[src/rtl/if_id_queue.sv]
// ============================================================================
// if_id_queue
// ----------------------------------------------------------------------------
// Parametrised IF/ID buffer for the LC-3b pipeline. A circular FIFO of
// DEPTH {instr, pc} pairs sits between fetch and decode. The head entry is
// sliced combinationally into the LC-3b register/immediate fields. Flush
// discards every buffered entry, and count reports the current occupancy.
//
// Optional feature (macro IFID_BYPASS_EN):
//   While the queue is empty, a valid fetch is presented to decode in the
//   same cycle. If decode takes it, the entry is never written. Without the
//   macro there is no combinational path from instr/pc_in to the outputs.
//
// Ports:
//   clk, reset            rising-edge clock, asynchronous active-high reset
//   in_valid/in_ready     fetch-side handshake (in_ready == ~full)
//   instr, pc_in          fetched instruction and its PC
//   flush                 discard all entries (priority over enq/deq)
//   out_valid/out_ready   decode-side handshake for the head entry
//   pc_out                PC of the head entry
//   opcode .. jsr_sel     decoded fields of the head instruction
//                         (all driven to 0 while out_valid is low)
//   count                 number of occupied entries
// ============================================================================
module if_id_queue #(
    parameter int WIDTH = 16,
    parameter int DEPTH = 2,
    parameter int CNT_W = $clog2(DEPTH) + 1
) (
    input  logic             clk,
    input  logic             reset,
    input  logic             in_valid,
    output logic             in_ready,
    input  logic [WIDTH-1:0] instr,
    input  logic [WIDTH-1:0] pc_in,
    input  logic             flush,
    output logic             out_valid,
    input  logic             out_ready,
    output logic [WIDTH-1:0] pc_out,
    output logic [3:0]       opcode,
    output logic [2:0]       dest,
    output logic [2:0]       src1,
    output logic [2:0]       src2,
    output logic [3:0]       imm4,
    output logic [4:0]       imm5,
    output logic [5:0]       offset6,
    output logic [8:0]       offset9,
    output logic [10:0]      offset11,
    output logic [7:0]       trapvect8,
    output logic             imm5_sel,
    output logic             a,
    output logic             d,
    output logic             jsr_sel,
    output logic [CNT_W-1:0] count
);

    localparam int PTR_W = $clog2(DEPTH);

    // Storage is deliberately not reset.
    logic [WIDTH-1:0] instr_mem [DEPTH];
    logic [WIDTH-1:0] pc_mem    [DEPTH];

    logic [PTR_W-1:0] wr_ptr_q, wr_ptr_d;
    logic [PTR_W-1:0] rd_ptr_q, rd_ptr_d;
    logic [CNT_W-1:0] count_q,  count_d;

    logic             full;
    logic             empty;
    logic             bypass;
    logic             bypass_take;
    logic             enq;
    logic             deq;
    logic [WIDTH-1:0] head_instr;
    logic [WIDTH-1:0] head_pc;

    assign full     = (count_q == CNT_W'(DEPTH));
    assign empty    = (count_q == '0);
    assign in_ready = ~full;
    assign count    = count_q;

`ifdef IFID_BYPASS_EN
    // Reset gates the bypass so outputs stay at 0 while reset is asserted.
    assign bypass      = empty & in_valid & ~flush & ~reset;
    assign bypass_take = bypass & out_ready;
`else
    assign bypass      = 1'b0;
    assign bypass_take = 1'b0;
`endif

    assign out_valid = ~empty | bypass;

    // A bypassed entry consumed in the same cycle is never written.
    assign enq = in_valid & in_ready & ~flush & ~bypass_take;
    // Only stored entries advance rd_ptr; the bypass path leaves it alone.
    assign deq = ~empty & out_ready & ~flush;

    always_comb begin
        wr_ptr_d = wr_ptr_q;
        rd_ptr_d = rd_ptr_q;
        count_d  = count_q;
        if (flush) begin
            wr_ptr_d = '0;
            rd_ptr_d = '0;
            count_d  = '0;
        end else begin
            if (enq) wr_ptr_d = wr_ptr_q + PTR_W'(1);
            if (deq) rd_ptr_d = rd_ptr_q + PTR_W'(1);
            if (enq && !deq)      count_d = count_q + CNT_W'(1);
            else if (deq && !enq) count_d = count_q - CNT_W'(1);
        end
    end

    always_ff @(posedge clk or posedge reset) begin
        if (reset) begin
            wr_ptr_q <= '0;
            rd_ptr_q <= '0;
            count_q  <= '0;
        end else begin
            wr_ptr_q <= wr_ptr_d;
            rd_ptr_q <= rd_ptr_d;
            count_q  <= count_d;
        end
    end

    always_ff @(posedge clk) begin
        if (enq) begin
            instr_mem[wr_ptr_q] <= instr;
            pc_mem[wr_ptr_q]    <= pc_in;
        end
    end

    always_comb begin
        head_instr = '0;
        head_pc    = '0;
        if (!empty) begin
            head_instr = instr_mem[rd_ptr_q];
            head_pc    = pc_mem[rd_ptr_q];
        end else if (bypass) begin
            head_instr = instr;
            head_pc    = pc_in;
        end
    end

    assign pc_out    = head_pc;
    assign opcode    = head_instr[15:12];
    assign dest      = head_instr[11:9];
    assign src1      = head_instr[8:6];
    assign src2      = head_instr[2:0];
    assign imm4      = head_instr[3:0];
    assign imm5      = head_instr[4:0];
    assign offset6   = head_instr[5:0];
    assign offset9   = head_instr[8:0];
    assign offset11  = head_instr[10:0];
    assign trapvect8 = head_instr[7:0];
    assign imm5_sel  = head_instr[5];
    assign a         = head_instr[5];
    assign d         = head_instr[4];
    assign jsr_sel   = head_instr[11];

endmodule

[config.mk]
export PLATFORM = sky130hd
export DESIGN_NAME = if_id_queue
export DESIGN_NICKNAME = d
export VERILOG_FILES = /design/src/rtl/if_id_queue.sv
export SDC_FILE = /design/constraint.sdc
export NUM_CORES = 1
export LEC_CHECK = 0
export CAP_MARGIN = 5
export CORE_MARGIN = 2
export CORE_UTILIZATION = 43
export DETAILED_ROUTE_END_ITERATION = 12
export PLACE_DENSITY = 0.79
export SYNTH_ARGS = -nofsm -noshare
export SYNTH_HDL_FRONTEND = slang
export SYNTH_SLANG_ARGS = --single-unit
export TNS_END_PERCENT = 10
[constraint.sdc]
create_clock -name clk -period 4.41 [get_ports clk]
set_input_delay 1.1025 -clock clk [delete_from_list [all_inputs] [get_ports clk]]
set_output_delay 1.1025 -clock clk [all_outputs]
set_load 0.02 [all_outputs]
==> results of run 1 <==
metal layers:
| layer | GRT usage, % | part of all wire [%] |
|---|---|---|
| met1 | 17.3 | 40 |
| met2 | 25.2 | 54 |
| met3 | 3.60 | 5.0 |
| met4 | 7.13 | 0.98 |
| met5 | 0 | 0 |
logic make-up (layout without fill, tap and decap cells):
kind of cell | count (synthesis) | count (layout)
compound gates | 8 | 8
xor+xnor | 1 | 1
buf+inv | 55 | 140
flops | 68 | 68
mux | 33 | 33
simple gates | 42 | 42
critical path: cells and delay by family, from the launching register on:
kind                   cells  cell delay [ns]
buffers and inverters      2             0.90
and+or+nand+nor            2             0.74
DFF                        1             0.45
sequential cells by signal, summed over array words and instances (netlist names):
name       count
instr_mem     32
rd_ptr_q       1
wr_ptr_q       1
pc_mem        32
count          2
power breakdown:
| part | total (mW) | internal [mW] | switching [mW] |
|---|---|---|---|
| logic | 0.311 | 0.155 | 0.156 |
| clock network | 0.476 | 0.258 | 0.218 |
| registers | 0.751 | 0.733 | 0.0182 |
| total | 1.54 | 1.15 | 0.392 |
placed cells by master, fill, tap and decap left out, drive strengths merged, types with 2 or more instances in the layout:
cell type / synthesis / final
clkdlybuf4s50: 0 / 116
edfxtp: 64 / 64
nor2: 34 / 34
mux2i: 33 / 33
clkbuf: 0 / 11
buf: 51 / 4
inv: 4 / 4
a21oi: 4 / 4
dfrtp: 4 / 4
clkinv: 0 / 3
o21ai: 2 / 2
nor3b: 2 / 2
per-stage QoR:
stage	worst slack, ns	power (mW)	cells	cell area, sq um	hold slack (ns)
5_1_grt	0.691	1.60	372	4090	0.649
4_1_cts	0.802	1.56	372	4090	0.610
3_5_place_dp	1.18	1.08	356	3910	0.598
2_1_floorplan	0.398	0.956	207	2980	0.530
6_report	0.874	1.54	372	4090	0.613
3_3_place_gp	1.23	1.07	356	3910	0.574
cell type report:
| type | count | area (sq um) | area share [%] |
|---|---|---|---|
| flip-flops and latches | 68 | 2020 | 49.4 |
| repair buffers | 120 | 1190 | 29.1 |
| multi-input cells | 84 | 578 | 14.1 |
| clock buffers | 11 | 131 | 3.21 |
| well taps | 80 | 100 | 2.45 |
| clock inverters | 5 | 52.6 | 1.28 |
| inverters | 4 | 15.0 | 0.367 |
final timing paths:
| path | start | end | depth (start not counted) | slack [ns] |
|---|---|---|---|---|
| max | count[0] | dest[1] | 4 | 0.87 |
| min | wr_ptr_q | wr_ptr_q | 2 | 0.61 |
| max reg2reg | count[1] | pc_mem[1][11] | 5 | 2.62 |
| min reg2reg | wr_ptr_q | wr_ptr_q | 2 | 0.61 |
| max in group asynchronous | reset | rd_ptr_q | 2 | 3.27 |
| min in group asynchronous | reset | wr_ptr_q | 2 | 0.96 |
==> qor_table.md, run 1 <==
| Group | Quantity | Value |
| --- | --- | --- |
| timing | Worst max-slew margin expressed relative to the limit | 48.2% |
| yosys | Sequential element share of the synthesized area | 68.0% |
| placement | Number of buffers inserted by port buffering | 116 |
| layout | Net count reported at finish | 324 |
| global route | Wire length of the first global-routing pass | 8.20 mm |
| yosys | Parity-gate share of the synthesized area counting xor and xnor cells | 0.294% |
| global route | Largest net degree at the start of global routing | 33 |
| yosys | Arithmetic-cell share of the synthesized area counting full adders, half adders and majority gates | 0% |
| timing | FMAX | 283 MHz |
| yosys | Leading cell types by count after synthesis | sky130_fd_sc_hd__edfxtp_1, sky130_fd_sc_hd__buf_4, sky130_fd_sc_hd__nor2_1 |
| setup path | List of cells traversed by the critical path | nor2_2 -> buf_4 -> nor2_1 -> clkdlybuf4s50_1 |
| clocking | Largest buffer count on any clock path | 2 |
| die | Total die area | 7600 sq um |
| die | Initial core utilization | 44.0% |
| yosys | Per-instance average area after synthesis | 14.4 sq um |
| yosys | Number of warnings printed during yosys synthesis | 0 |
| pwr | Areal power density over the cells | 376 nW/um^2 |
| die | Core ar. | 6760 sq um |
| yosys | Compound-cell area share of the yosys netlist | 1.64% |
| global route | Vias in the first global route | 1,671 |
| clocking | TritonCTS clock tree | built |
| layout | Fin util | 60.6% |
| clocking | H-tree Lvls | 3 |
| timing | Setup repair after global routing missed its margin | false |
| layout | Area growth from synthesis to layout | 37.5% |
| route | Via/cell ratio | 4.71 |
| setup path | Startpoint kind of the worst setup timing path | flip-flop |
| placement | HPWL Detailed | 3.74 mm |
| yosys | Synth Net Count | 244 |
| yosys | Synth top area share | 64.6% |
| yosys | Main combinational cell family by area after synthesis | buffers and inverters |
| die | Site row count | 30 |
| global route | Total track usage | 14.7% |
| yosys | Most frequently used cell type in the post-synthesis netlist | sky130_fd_sc_hd__edfxtp_1 |
| die | Vertical extent of the die | 87.2 um |
| pwr | Leakage power total | 1.38 nW |
| run | Number of maximum-capacitance violations | 0 |
| yosys | Most area-consuming cells after synthesis | sky130_fd_sc_hd__edfxtp_1, sky130_fd_sc_hd__buf_4, sky130_fd_sc_hd__mux2i_1, sky130_fd_sc_hd__nor2_1, sky130_fd_sc_hd__dfrtp_1 |
| clocking | Clock Latency Late Sink | 0.33 ns |
| yosys | Number of distinct library cells after synthesis | 21 |
| yosys | Portion of netlist area occupied by mux cells | 11.1% |
| clocking | Hold buffer count at CTS | 0 |
| route | Residual DRC count | 0 |
| timing | Setup tns final | 0 ns |
| yosys | Count of mapped cells out of synthesis | 207 |
| setup path | Critical path capture point type | output port |
| route | Count of routing violations after the opening detailed-route iteration | 55 |
| setup path | CP required | 3.31 ns |
| yosys | Share of synthesized flip-flops with an asynchronous set or reset | 5.88% |
| layout | Total of fill cells in the finished design | 532 |
| yosys | Number of synthesized flops with an enable pin | 64 |
| setup path | Worst Path Class, Setup | flip-flop to output port |
| timing | Final cycle utilization of the critical path | 80.2% |
| setup path | Arrival time of the worst setup path | 2.43 ns |
| yosys | Basic-gate share of the synthesized area counting and, or, nand and nor cells | 5.97% |
| timing | Final setup vio count | 0 |
| clocking | Total of cells resized after clock tree synthesis | 0 |
| setup path | Crit-path max cell delay | 0.64 ns |
| clocking | Clock sink total | 68 |
| global route | GR Overflow Total | 0 |
| yosys | Area of the mapped netlist | 2980 sq um |
| route | Post-DR wirelength/cell | 14.8 um |
| setup path | Maximum fanout encountered on the critical timing path | 19 |
| timing | Min Tclk post-route | 3.54 ns |
| route | ANT nets after route | 0 |
| die | I/O pins | 117 |
| clocking | Cts bufs inserted | 9 |
| outcome | Outcome | finished clean |
| route | WL final | 5.51 mm |
| timing | Clk_skew | 0.00687 ns |
| clocking | Clock transition time at the flip-flop clock pins of the worst setup and hold paths | 0.07 ns |
| die | Die width | 87.2 um |
| global route | Number of antenna violations at the first check in global routing | 0 |
| worst hold path | Type of the worst min-delay path | flip-flop to flip-flop |
| yosys | Synth Register Bits | 68 |
| timing | Total count of max-transition violations in the final report | 0 |
| clocking | Post CTS Setup Buffer Count | 0 |
| layout | Total inserted antenna cells | 0 |
| timing | Worst Tran Pin Value | 0.777 ns |
| yosys | Top_reg_cell synth | sky130_fd_sc_hd__edfxtp_1 |
| layout | Share of layout cells above drive strength 1 | 8.56% |
| route | Number of iterations in the first detailed-routing pass | 5 |
| setup path | Slowest-stage cell, CP | sky130_fd_sc_hd__nor2_2 |
| clocking | CTS root buf | sky130_fd_sc_hd__clkbuf_8 |
| timing | Fin. Hold Viols | 0 |
| pwr | Worst VDD drop | 217 uV |
| route | Via count | 1,753 |
| placement | Routability congestion estimate from global placement | 0.773 |
| yosys | Library cell with the largest summed area after synthesis | sky130_fd_sc_hd__edfxtp_1 |
(Power assumes the default switching activity.)
==> run 2, diff against run 1 <==
- CORE_UTILIZATION: 43 -> 39
- PLACE_DENSITY: 0.79 -> 0.76
- clock period: 4.41 -> 3.1 ns (I/O delays scaled with it)
==> run 2 against run 1 <==
  * Via count increased by 0.80%
  * Worst hold slack got worse by 0.016 ns
  * Clock power increased by 63%
  * Power increased by 49%
  * Combinational power increased by 48%
  * Register-to-register slack got worse by 1.2 ns
  * Critical path type unchanged
  * Worst setup slack got worse by 0.68 ns
  * Core utilization decreased by 3.5 points
==> qor_table.md, run 2 (same netlist as run 1, synthesis figures left out) <==
| Group | Quantity | Value | Change |
| --- | --- | --- | --- |
| global route | Total track usage | 13.2% | -1.5 points |
| timing | Worst setup margin | 0.194 ns | -0.680 ns |
| clocking | Clock sink total | 68 | unchanged |
| global route | GR Overflow Total | 0 | unchanged |
| clocking | Clock Latency Late Sink | 0.33 ns | about the same |
| die | Core ar. | 7330 sq um | +8.5% |
| layout | Fin util | 57.1% | -3.5 points |
| route | Post-DR wirelength/cell | 13.2 um | -11% |
| timing | Final setup vio count | 0 | unchanged |
| timing | Min Tclk post-route | 2.91 ns |  |
| global route | Vias in the first global route | 1,748 | +4.6% |
| setup path | List of cells traversed by the critical path | buf_4 -> mux2i_1 -> nor2_1 -> clkdlybuf4s50_1 |  |
| setup path | Count of buffer and inverter cells on the critical path | 2 | unchanged |
| timing | Worst max-slew margin expressed relative to the limit | 73.7% | +26 points |
| layout | Most common cell after layout, fill and taps aside | sky130_fd_sc_hd__clkdlybuf4s50_1 |  |
| timing | Worst Tran Pin Value | 0.393 ns | -0.384 ns |
| die | Vertical extent of the die | 91.3 um | +4.8% |
| route | Count of routing violations after the opening detailed-route iteration | 44 | -20% |
| setup path | CP required | 2.32 ns | -0.99 ns |
| setup path | Critical path capture point type | output port |  |
| timing | Final cycle utilization of the critical path | 93.7% |  |
| setup path | Worst Path Class, Setup | flip-flop to output port |  |
| layout | Final design instance area without fill | 4180 sq um | +2.3% |
| global route | Wire length of the first global-routing pass | 8.37 mm | +2.1% |
| setup path | Slowest-stage cell, CP | sky130_fd_sc_hd__clkdlybuf4s50_1 |  |
| setup path | Arrival time of the worst setup path | 2.13 ns | -0.30 ns |
| outcome | Outcome | finished clean |  |
| die | I/O pins | 117 | unchanged |
| setup path | Startpoint kind of the worst setup timing path | flip-flop |  |
| global route | Largest net degree at the start of global routing | 20 | -39% |
| run | Number of maximum-capacitance violations | 0 | unchanged |
| layout | Total inserted antenna cells | 0 | unchanged |
| clocking | Cts bufs inserted | 9 | unchanged |
| timing | Final-layout worst hold slack | 0.598 ns | -0.0157 ns |
| placement | Minimum setup slack after placement | 0.513 ns | -0.670 ns |
| setup path | Maximum fanout encountered on the critical timing path | 17 | -2 |
| setup path | Crit-path max cell delay | 0.69 ns | +0.05 ns |
| die | Site row count | 31 | +3.3% |
| layout | Net count reported at finish | 328 | +1.2% |
| placement | HPWL Detailed | 3.71 mm | -0.87% |
| route | Number of iterations in the first detailed-routing pass | 4 | -1 |
| placement | Number of buffers inserted by port buffering | 116 | unchanged |
| layout | Share of layout cells above drive strength 1 | 10.1% | +1.6 points |
| global route | Number of antenna violations at the first check in global routing | 0 | unchanged |
| route | Via count | 1,767 | +0.80% |
| clocking | Hold buffer count at CTS | 0 | unchanged |
| clocking | H-tree Lvls | 3 | unchanged |
| clocking | TritonCTS clock tree | built |  |
| worst hold path | Type of the worst min-delay path | flip-flop to flip-flop |  |
| placement | Area of placed instances | 3970 sq um | +1.5% |
| route | Via/cell ratio | 4.47 | -5.1% |
| timing | Setup tns final | 0 ns | unchanged |
| layout | Area growth from synthesis to layout | 40.6% |  |
| clocking | Largest buffer count on any clock path | 2 | unchanged |
| die | Die width | 91.3 um | +4.8% |
| clocking | Post CTS Setup Buffer Count | 0 | unchanged |
| route | ANT nets after route | 0 | unchanged |
| pwr | Areal power density over the cells | 548 nW/um^2 | +46% |
| clocking | Clock transition time at the flip-flop clock pins of the worst setup and hold paths | 0.07 ns | about the same |
| timing | Fin. Hold Viols | 0 | unchanged |
| clocking | Total of cells resized after clock tree synthesis | 0 | unchanged |
| die | Initial core utilization | 40.6% | -3.4 points |
| timing | FMAX | 344 MHz |  |
| timing | Clk_skew | 0.00441 ns | -0.00246 ns |
| timing | Setup repair after global routing missed its margin | false |  |
| layout | Commonest cells after routing, fill and taps aside | sky130_fd_sc_hd__clkdlybuf4s50_1, sky130_fd_sc_hd__edfxtp_1, sky130_fd_sc_hd__nor2_1, sky130_fd_sc_hd__mux2i_1, sky130_fd_sc_hd__clkbuf_8 |  |
| timing | Total count of max-transition violations in the final report | 0 | unchanged |
| placement | Routability congestion estimate from global placement | 0.677 | -12% |
| clocking | CTS root buf | sky130_fd_sc_hd__clkbuf_8 |  |
| die | Total die area | 8340 sq um | +9.8% |
| pwr | Leakage power total | 1.41 nW | +2.4% |
| route | WL final | 5.21 mm | -5.5% |
| setup path | CP delay by family, top | buffers and inverters |  |
| route | Residual DRC count | 0 | unchanged |
| pwr | Worst VDD drop | 409 uV | +89% |
-- run 2: changes by cell type in the layout (fill, tap and decap cells not counted), sizes merged --
cell | before | now
bufinv | 1 | 2
clkinv | 3 | 2
clkbuf | 11 | 10
buf | 4 | 8
clkinvlp | 1 | 2
-- run 2: cell type report --
class	instances	area, sq um
flip-flops and latches	68	2020
multi-input cells	84	584
clock buffers	10	128
repair buffers	124	1220
inverters	4	15.0
fillers	582	3150
well taps	99	124
clock inverters	6	88.8
-- run 2: tightest hold or removal path: stages, from the launching register on --
cell	delay [ns]
sky130_fd_sc_hd__dfrtp_1	0.41
sky130_fd_sc_hd__o21ai_0	0.09
sky130_fd_sc_hd__a21oi_1	0.06
-- run 2: path summary, 6_finish.rpt --
kind / end / depth (start not counted) / startpoint / slack, ns
worst min-delay path: wr_ptr_q / 2 / wr_ptr_q / 0.60
worst max register to register: pc_mem[1][4] / 5 / count[1] / 1.45
worst min register to register: wr_ptr_q / 2 / wr_ptr_q / 0.60
min in group asynchronous: count[0] / 2 / reset / 0.62
max in group asynchronous: rd_ptr_q / 2 / reset / 2.30
worst max-delay path: offset6[2] / 4 / rd_ptr_q / 0.19
-- run 2: metal layers --
metal | GRT usage [%] | routed length, um | vias to the layer above
li1 | - | - | 857
met1 | 14.9 | 2120 | 823
met2 | 22.1 | 2640 | 78
met3 | 4.56 | 368 | 9
met4 | 6.57 | 87 | 0
met5 | 0 | 0 | -
-- run 2: report_power, final --
part	internal [mW]	leakage, nW	total (mW)	switching [mW]
clock	0.453	0.102	0.778	0.325
combinational	0.225	0.672	0.461	0.236
sequential	1.04	0.639	1.05	0.0110
total	1.72	1.41	2.29	0.572
-- run 2: metrics by stage --
stage | cells | total power [mW]
global route | 395 | 2.38
detailed placement | 379 | 1.54
finish | 395 | 2.29
CTS | 395 | 2.32
global placement | 379 | 1.53
floorplan | 207 | 1.36
